--- config.mk ---
export PLATFORM = sky130hd
export DESIGN_NAME = star_vector_accumulator
export DESIGN_NICKNAME = d
export VERILOG_FILES = /design/src/rtl/star_vector_accumulator.sv
export SDC_FILE = /design/constraint.sdc
export NUM_CORES = 2
export LEC_CHECK = 0
export ABC_AREA = 1
export BUFFER_PORTS_ARGS = -buffer_cell sky130_fd_sc_hd__buf_2
export CAP_MARGIN = 20
export CORE_UTILIZATION = 58
export CTS_CLUSTER_SIZE = 20
export DETAILED_ROUTE_END_ITERATION = 10
export PLACE_DENSITY = 0.88
export SETUP_SLACK_MARGIN = 0.5
export SYNTH_ARGS = -nofsm -noshare
export SYNTH_HDL_FRONTEND = slang
export SYNTH_SLANG_ARGS = --single-unit
export TNS_END_PERCENT = 100
--- constraint.sdc ---
create_clock -name clock -period 6.6 [get_ports clock]
set_clock_uncertainty 0.15 [all_clocks]
set_input_delay 1.32 -clock clock [delete_from_list [all_inputs] [get_ports clock]]
set_output_delay 1.32 -clock clock [all_outputs]
set_load 0.01 [all_outputs]
--- src/rtl/star_vector_accumulator.sv ---
// STAR vector producer: accumulates l = sum(p) and O[i] = sum(p*V[i]) per row,
// then presents {l, O[1..VEC_LEN]} to the vector division stage over valid/ready.
module star_vector_accumulator #(
   parameter int VEC_LEN   = 4,
   parameter int V_WIDTH   = 8,
   parameter int P_WIDTH   = 16,
   parameter int P_F       = 8,
   parameter int ACC_WIDTH = 32,
   parameter int MAX_KEYS  = 64
) (
   input  logic                             clock,
   input  logic                             reset,
   input  logic                             vld_in,
   output logic                             rdy_out,
   input  logic [P_WIDTH-1:0]               p_in,
   input  logic [VEC_LEN*V_WIDTH-1:0]       v_in,
   input  logic                             last_in,
   output logic                             vld_out,
   input  logic                             rdy_in,
   output logic [(VEC_LEN+1)*ACC_WIDTH-1:0] vec_out,
   output logic                             sat_flag
);

   localparam int PW = P_WIDTH + V_WIDTH + 1;
   localparam int SW = ((ACC_WIDTH > PW) ? ACC_WIDTH : PW) + 1;
   localparam int CW = $clog2(MAX_KEYS + 1);
   localparam logic [CW-1:0] LAST_CNT = CW'(MAX_KEYS - 1);
   localparam logic signed [SW-1:0] ACC_MAX = {{(SW-ACC_WIDTH+1){1'b0}}, {(ACC_WIDTH-1){1'b1}}};
   localparam logic signed [SW-1:0] ACC_MIN = {{(SW-ACC_WIDTH+1){1'b1}}, {(ACC_WIDTH-1){1'b0}}};

   if (MAX_KEYS < 1 || P_F > P_WIDTH) begin : g_bad_params
      $error("star_vector_accumulator: MAX_KEYS must be >= 1 and P_F <= P_WIDTH");
   end

   typedef enum logic {ACCUM, EMIT} state_t;

   state_t                          state_q, state_d;
   logic [VEC_LEN:0][ACC_WIDTH-1:0] acc_q, acc_d, acc_sum;
   logic [CW-1:0]                   count_q, count_d;
   logic                            sat_q, sat_d;
   logic                            vld_q, vld_d;
   logic                            accept;
   logic                            sat_any;
   logic signed [SW-1:0]            l_sum, o_sum;
   logic signed [PW-1:0]            v_ext, prod;

   assign rdy_out  = (state_q == ACCUM) && reset;
   assign accept   = vld_in && rdy_out;
   assign vld_out  = vld_q;
   assign vec_out  = acc_q;
   assign sat_flag = sat_q;

   // Widen to SW bits so every sum is exact before clamping back to ACC_WIDTH.
   always_comb begin
      acc_sum = acc_q;
      sat_any = 1'b0;
      v_ext   = '0;
      prod    = '0;
      o_sum   = '0;
      l_sum   = {{(SW-ACC_WIDTH){acc_q[0][ACC_WIDTH-1]}}, acc_q[0]}
              + {{(SW-P_WIDTH){1'b0}}, p_in};
      if (l_sum > ACC_MAX) begin
         acc_sum[0] = ACC_MAX[ACC_WIDTH-1:0];
         sat_any    = 1'b1;
      end else begin
         acc_sum[0] = l_sum[ACC_WIDTH-1:0];
      end
      for (int i = 0; i < VEC_LEN; i++) begin
         v_ext = {{(P_WIDTH+1){v_in[i*V_WIDTH+V_WIDTH-1]}}, v_in[i*V_WIDTH +: V_WIDTH]};
         prod  = $signed({{(V_WIDTH+1){1'b0}}, p_in}) * v_ext;
         o_sum = {{(SW-ACC_WIDTH){acc_q[i+1][ACC_WIDTH-1]}}, acc_q[i+1]}
               + {{(SW-PW){prod[PW-1]}}, prod};
         if (o_sum > ACC_MAX) begin
            acc_sum[i+1] = ACC_MAX[ACC_WIDTH-1:0];
            sat_any      = 1'b1;
         end else if (o_sum < ACC_MIN) begin
            acc_sum[i+1] = ACC_MIN[ACC_WIDTH-1:0];
            sat_any      = 1'b1;
         end else begin
            acc_sum[i+1] = o_sum[ACC_WIDTH-1:0];
         end
      end
   end

   // A row ends on last_in or on the MAX_KEYS-th beat; the handshake clears everything.
   always_comb begin
      state_d = state_q;
      acc_d   = acc_q;
      count_d = count_q;
      sat_d   = sat_q;
      vld_d   = vld_q;
      case (state_q)
         ACCUM: begin
            if (accept) begin
               acc_d   = acc_sum;
               count_d = count_q + CW'(1);
               sat_d   = sat_q | sat_any;
               if (last_in || count_q == LAST_CNT) begin
                  state_d = EMIT;
                  vld_d   = 1'b1;
               end
            end
         end
         EMIT: begin
            if (vld_q && rdy_in) begin
               acc_d   = '0;
               count_d = '0;
               sat_d   = 1'b0;
               vld_d   = 1'b0;
               state_d = ACCUM;
            end
         end
         default: state_d = ACCUM;
      endcase
   end

   always_ff @(posedge clock) begin
      if (!reset) begin
         state_q <= ACCUM;
         acc_q   <= '0;
         count_q <= '0;
         sat_q   <= 1'b0;
         vld_q   <= 1'b0;
      end else begin
         state_q <= state_d;
         acc_q   <= acc_d;
         count_q <= count_d;
         sat_q   <= sat_d;
         vld_q   <= vld_d;
      end
   end

endmodule

==> implementation parameters <==
Parameter                              Value

Route
  Average wire per standard cell ... 18.3 µm
  Detailed-route wire length ... 96,600 µm
  Post-detailed-route count of antenna-violating nets ... 0
  TritonRoute pass-1 iters ... 10
  Number of vias in the routed layout ... slightly below 30,000
  Drt first-iter violations ... around 2,500
  Via density ... roughly 5.6
  Post-detailed-route DRC marker count ... 18

Power and ir drop
  Cell Pwr Density ... approximately 480 nW/µm²
  Total leakage power ... ~21 nW
  Peak supply drop ... 0.000403 V

Yosys
  Share of flip-flops with an asynchronous set or reset after synthesis ... 0%
  Main flop type after synthesis ... dfxtp_1
  Yosys cell types ... 45
  Number of enable flip-flop cells after synthesis ... 0
  Synthesis Warnings ... 0
  Register area share after synthesis ... a little over a tenth
  Post-Synthesis Cells ... roughly 4,300
  Post-synthesis cell area ... between 30,000 and 40,000 µm²
  Syn nets ... between 5,000 and 6,000
  Mean post-synth cell area ... roughly 7.3 µm²
  Count of state elements after synthesis ... between 150 and 200

Placed design
  Routability Congestion ... between 0.9 and 1
  Detailed-placement wirelength estimate ... 72,000 µm
  Number of placed instances, taps included ... between 5,000 and 6,000
  Port buffer count ... around 220
  Worst setup timing slack at the placement stage ... -0.128 ns

Final layout
  Layout overhead on the synthesized area ... 18.8%
  Cell Count, Final, Fillers Out ... 5,289
  Share of layout cells above drive strength 1 ... between 10% and 20%
  Count of nets after finishing ... 5,469
  Antenna cell count ... 0
  Final core area utilization ... roughly 70%

Critical path
  Path depth of the worst reg2reg path ... 25
  Critical R2R Launch ... vec_out[139]
  Worst Path Class, Setup ... in -> reg
  Worst stage delay on the critical path ... 0.56 ns
  Endpoint required time on the critical path ... around 6.9 ns
  FF-to-FF End ... vec_out[155]
  Reg-to-reg slack, setup ... around 1.2 ns
  Type of origin of the critical path ... input pin
  Top cell by count, worst path ... nand2_1
  Arrival time of the worst setup path ... approximately 6.5 ns
  Maximum fanout encountered on the critical timing path ... 32
  Slowest cell on crit path ... fa_1
  Capturing element type of the critical path ... flip-flop

Clock tree
  Cts hold-fix bufs ... 0
  Number of buffers inserted during clock tree synthesis ... 17
  Clock transition at the registers of the reported paths ... ~0.07 ns
  Clock Tree Root ... clkbuf_16
  Bufs on Longest Clock Path ... 2
  Clk sink count ... 170
  CTS tree ... yes
  Number of H-tree levels ... 4
  Clock insertion delay at the later pin of the skew report ... roughly 0.52 ns

Job
  Reported max-cap violation count ... 0

Timing
  Final setup TNS ... 0 ns
  Final hold violation count ... 0
  Worst slew margin relative to its limit ... around a quarter
  Slew of the pin with the lowest slew margin ... between 1 and 1.5 ns
  Setup violation total in the final timing report ... 0
  Highest attainable clock frequency ... around 160 MHz
  Unrepaired setup endpoints after global routing ... yes
  Final worst-path cycle share ... between 90% and 100%
  Final critical delay including setup and external delays ... 6.17 ns
  Max-slew violation count ... 0
  Min setup slack post-route ... ~0.43 ns

GRT
  Number of global-route vias before repair ... between 20,000 and 30,000
  Wire length of the first global-routing pass ... roughly 150,000 µm
  GRT Total Usage ... between 30% and 40%
  Pin count of the biggest net entering global routing ... between 100 and 150
  Antenna violations before repair ... 0
  Aggregate global routing overflow ... 0

Die
  Count of boundary I/O pins ... approximately 220
  Core Rows ... between 80 and 90
  Initial standard-cell utilization of the core ... between 50% and 60%
  Overall die area ... 54,600 µm²
  Core Footprint ... between 50,000 and 60,000 µm²
  Horizontal extent of the die ... 234 µm
  Die H ... approximately 230 µm

Min path
  Startpoint of the lowest-slack hold path ... sat_flag
  Min-delay worst type ... reg -> reg
  Endpoint, Worst Hold ... sat_flag
  Worst Hold Depth ... 2

Outcome
  Status ... finished, violations left
  Violated checks ... DRC
[worst max-delay path, delay by kind of cell]
family                     cells  cell delay [ns]
buffers and inverters          9             0.95
adders and majority gates      6             2.74
and+or+nand+nor                9             0.88
AOI/OAI and AO/OA              4             0.56
[flip-flops by register name, indices dropped and copies added, names as in the netlist]
signal,flops
vec_out,160
count_q,7
sat_flag,1
state_q,1
vld_out,1
[layer usage]
layer | part of all wire (%) | vias up | track usage [%]
met2 | 49 | 1349 | 59.0
met3 | 8.1 | 324 | 5.20
li1 | - | 13700 | -
met4 | 5.5 | 0 | 15.3
met5 | 0 | - | 0
met1 | 38 | 14200 | 40.9
[layout by cell type, fill, tap and decap left out, drive strengths merged, types with 2 or more instances in the layout]
cell      instances
a211oi            5
a21boi            4
a21o             15
a21oi           227
a221oi           39
a31oi            49
and2              2
buf             453
clkbuf           44
clkinv           10
clkinvlp          4
dfxtp           170
fa              435
ha              393
inv             947
nand2          1124
nand3           136
nand3b            9
nand4            16
nor2            238
nor3             25
nor3b             2
nor4              5
o21a              4
o21ai           118
o21bai            6
or2              13
xnor2            37
xor2             63
[synthesized netlist by cell type (4+ instances only)]
cell | n | share of area (%)
nand2_1 | 1121 | 14
inv_1 | 940 | 11
fa_1 | 435 | 28
ha_1 | 393 | 16
nor2_1 | 232 | 2.8
a21oi_1 | 227 | 3.7
dfxtp_1 | 170 | 11
clkbuf_1 | 138 | 1.7
nand3_1 | 131 | 2.1
o21ai_0 | 113 | 1.8
xor2_1 | 63 | 1.8
a31oi_1 | 49 | 0.99
a221oi_1 | 39 | 1.1
xnor2_1 | 37 | 1.0
nor3_1 | 24 | 0.39
buf_2 | 20 | 0.32
nand4_1 | 16 | 0.32
a21o_1 | 15 | 0.36
or2_2 | 12 | 0.24
nand3b_1 | 9 | 0.22
buf_1 | 6 | 0.072
nor2_2 | 6 | 0.12
o21bai_1 | 6 | 0.14
a211oi_1 | 5 | 0.12
nand3_2 | 5 | 0.16
nor4_1 | 5 | 0.10
a21boi_0 | 4 | 0.097
clkinv_1 | 4 | 0.048
o21a_1 | 4 | 0.097
[cell type report]
type / count / area (µm²)
fillers: 4033 / 15800
clock buffers: 18 / 439
inverters: 947 / 3590
clock inverters: 14 / 158
well taps: 688 / 861
flip-flops and latches: 170 / 3400
repair buffers: 479 / 3880
multi-input cells: 2972 / 24600
repair inverters: 1 / 7.51
[how the worst max path moves through the flow]
stage                        start  slack [ns]  depth (start not counted)      endpoint
final                      p_in[8]        0.43                         28  vec_out[155]
after global routing       p_in[8]        0.24                         28  vec_out[137]
after CTS                  p_in[9]        0.51                         25  vec_out[136]
after detailed placement   p_in[1]       -0.13                         25      sat_flag
after global placement     v_in[7]       -0.03                         25      sat_flag
after floorplan           v_in[28]        0.40                         25  vec_out[128]
[power breakdown]
| part | switching (mW) | internal (mW) |
|---|---|---|
| logic | 8.41 | 6.65 |
| clock network | 0.548 | 0.545 |
| registers | 0.207 | 1.21 |
[what timing repair did]
| action | in CTS | in global routing |
|---|---|---|
| setup buffers | 5 | 37 |
| setup endpoints to repair | 17 | 125 |
| cloned | 0 | 20 |
| resized for setup | 8 | 272 |
| pin swaps | 0 | 82 |
[cells by family after synthesis]
logic type / share of synthesized area, %
DFF: 10.9
adders and majority gates: 43.8
xor gates and xnor gates: 2.81
buffers and inverters: 13.6
and+or+nand+nor: 20.2
AOI/OAI and AO/OA: 8.67
[stage by stage]
stage                     power, mW  cell area (µm²)  hold WS [ns]
final                          17.6            37000         0.301
after global routing           19.1            37000         0.325
after CTS                      15.4            35100         0.307
after detailed placement       14.1            34500         0.299
after global placement         13.7            34500         0.287
after floorplan                10.2            31800         0.317
(Power assumes the default switching activity.)
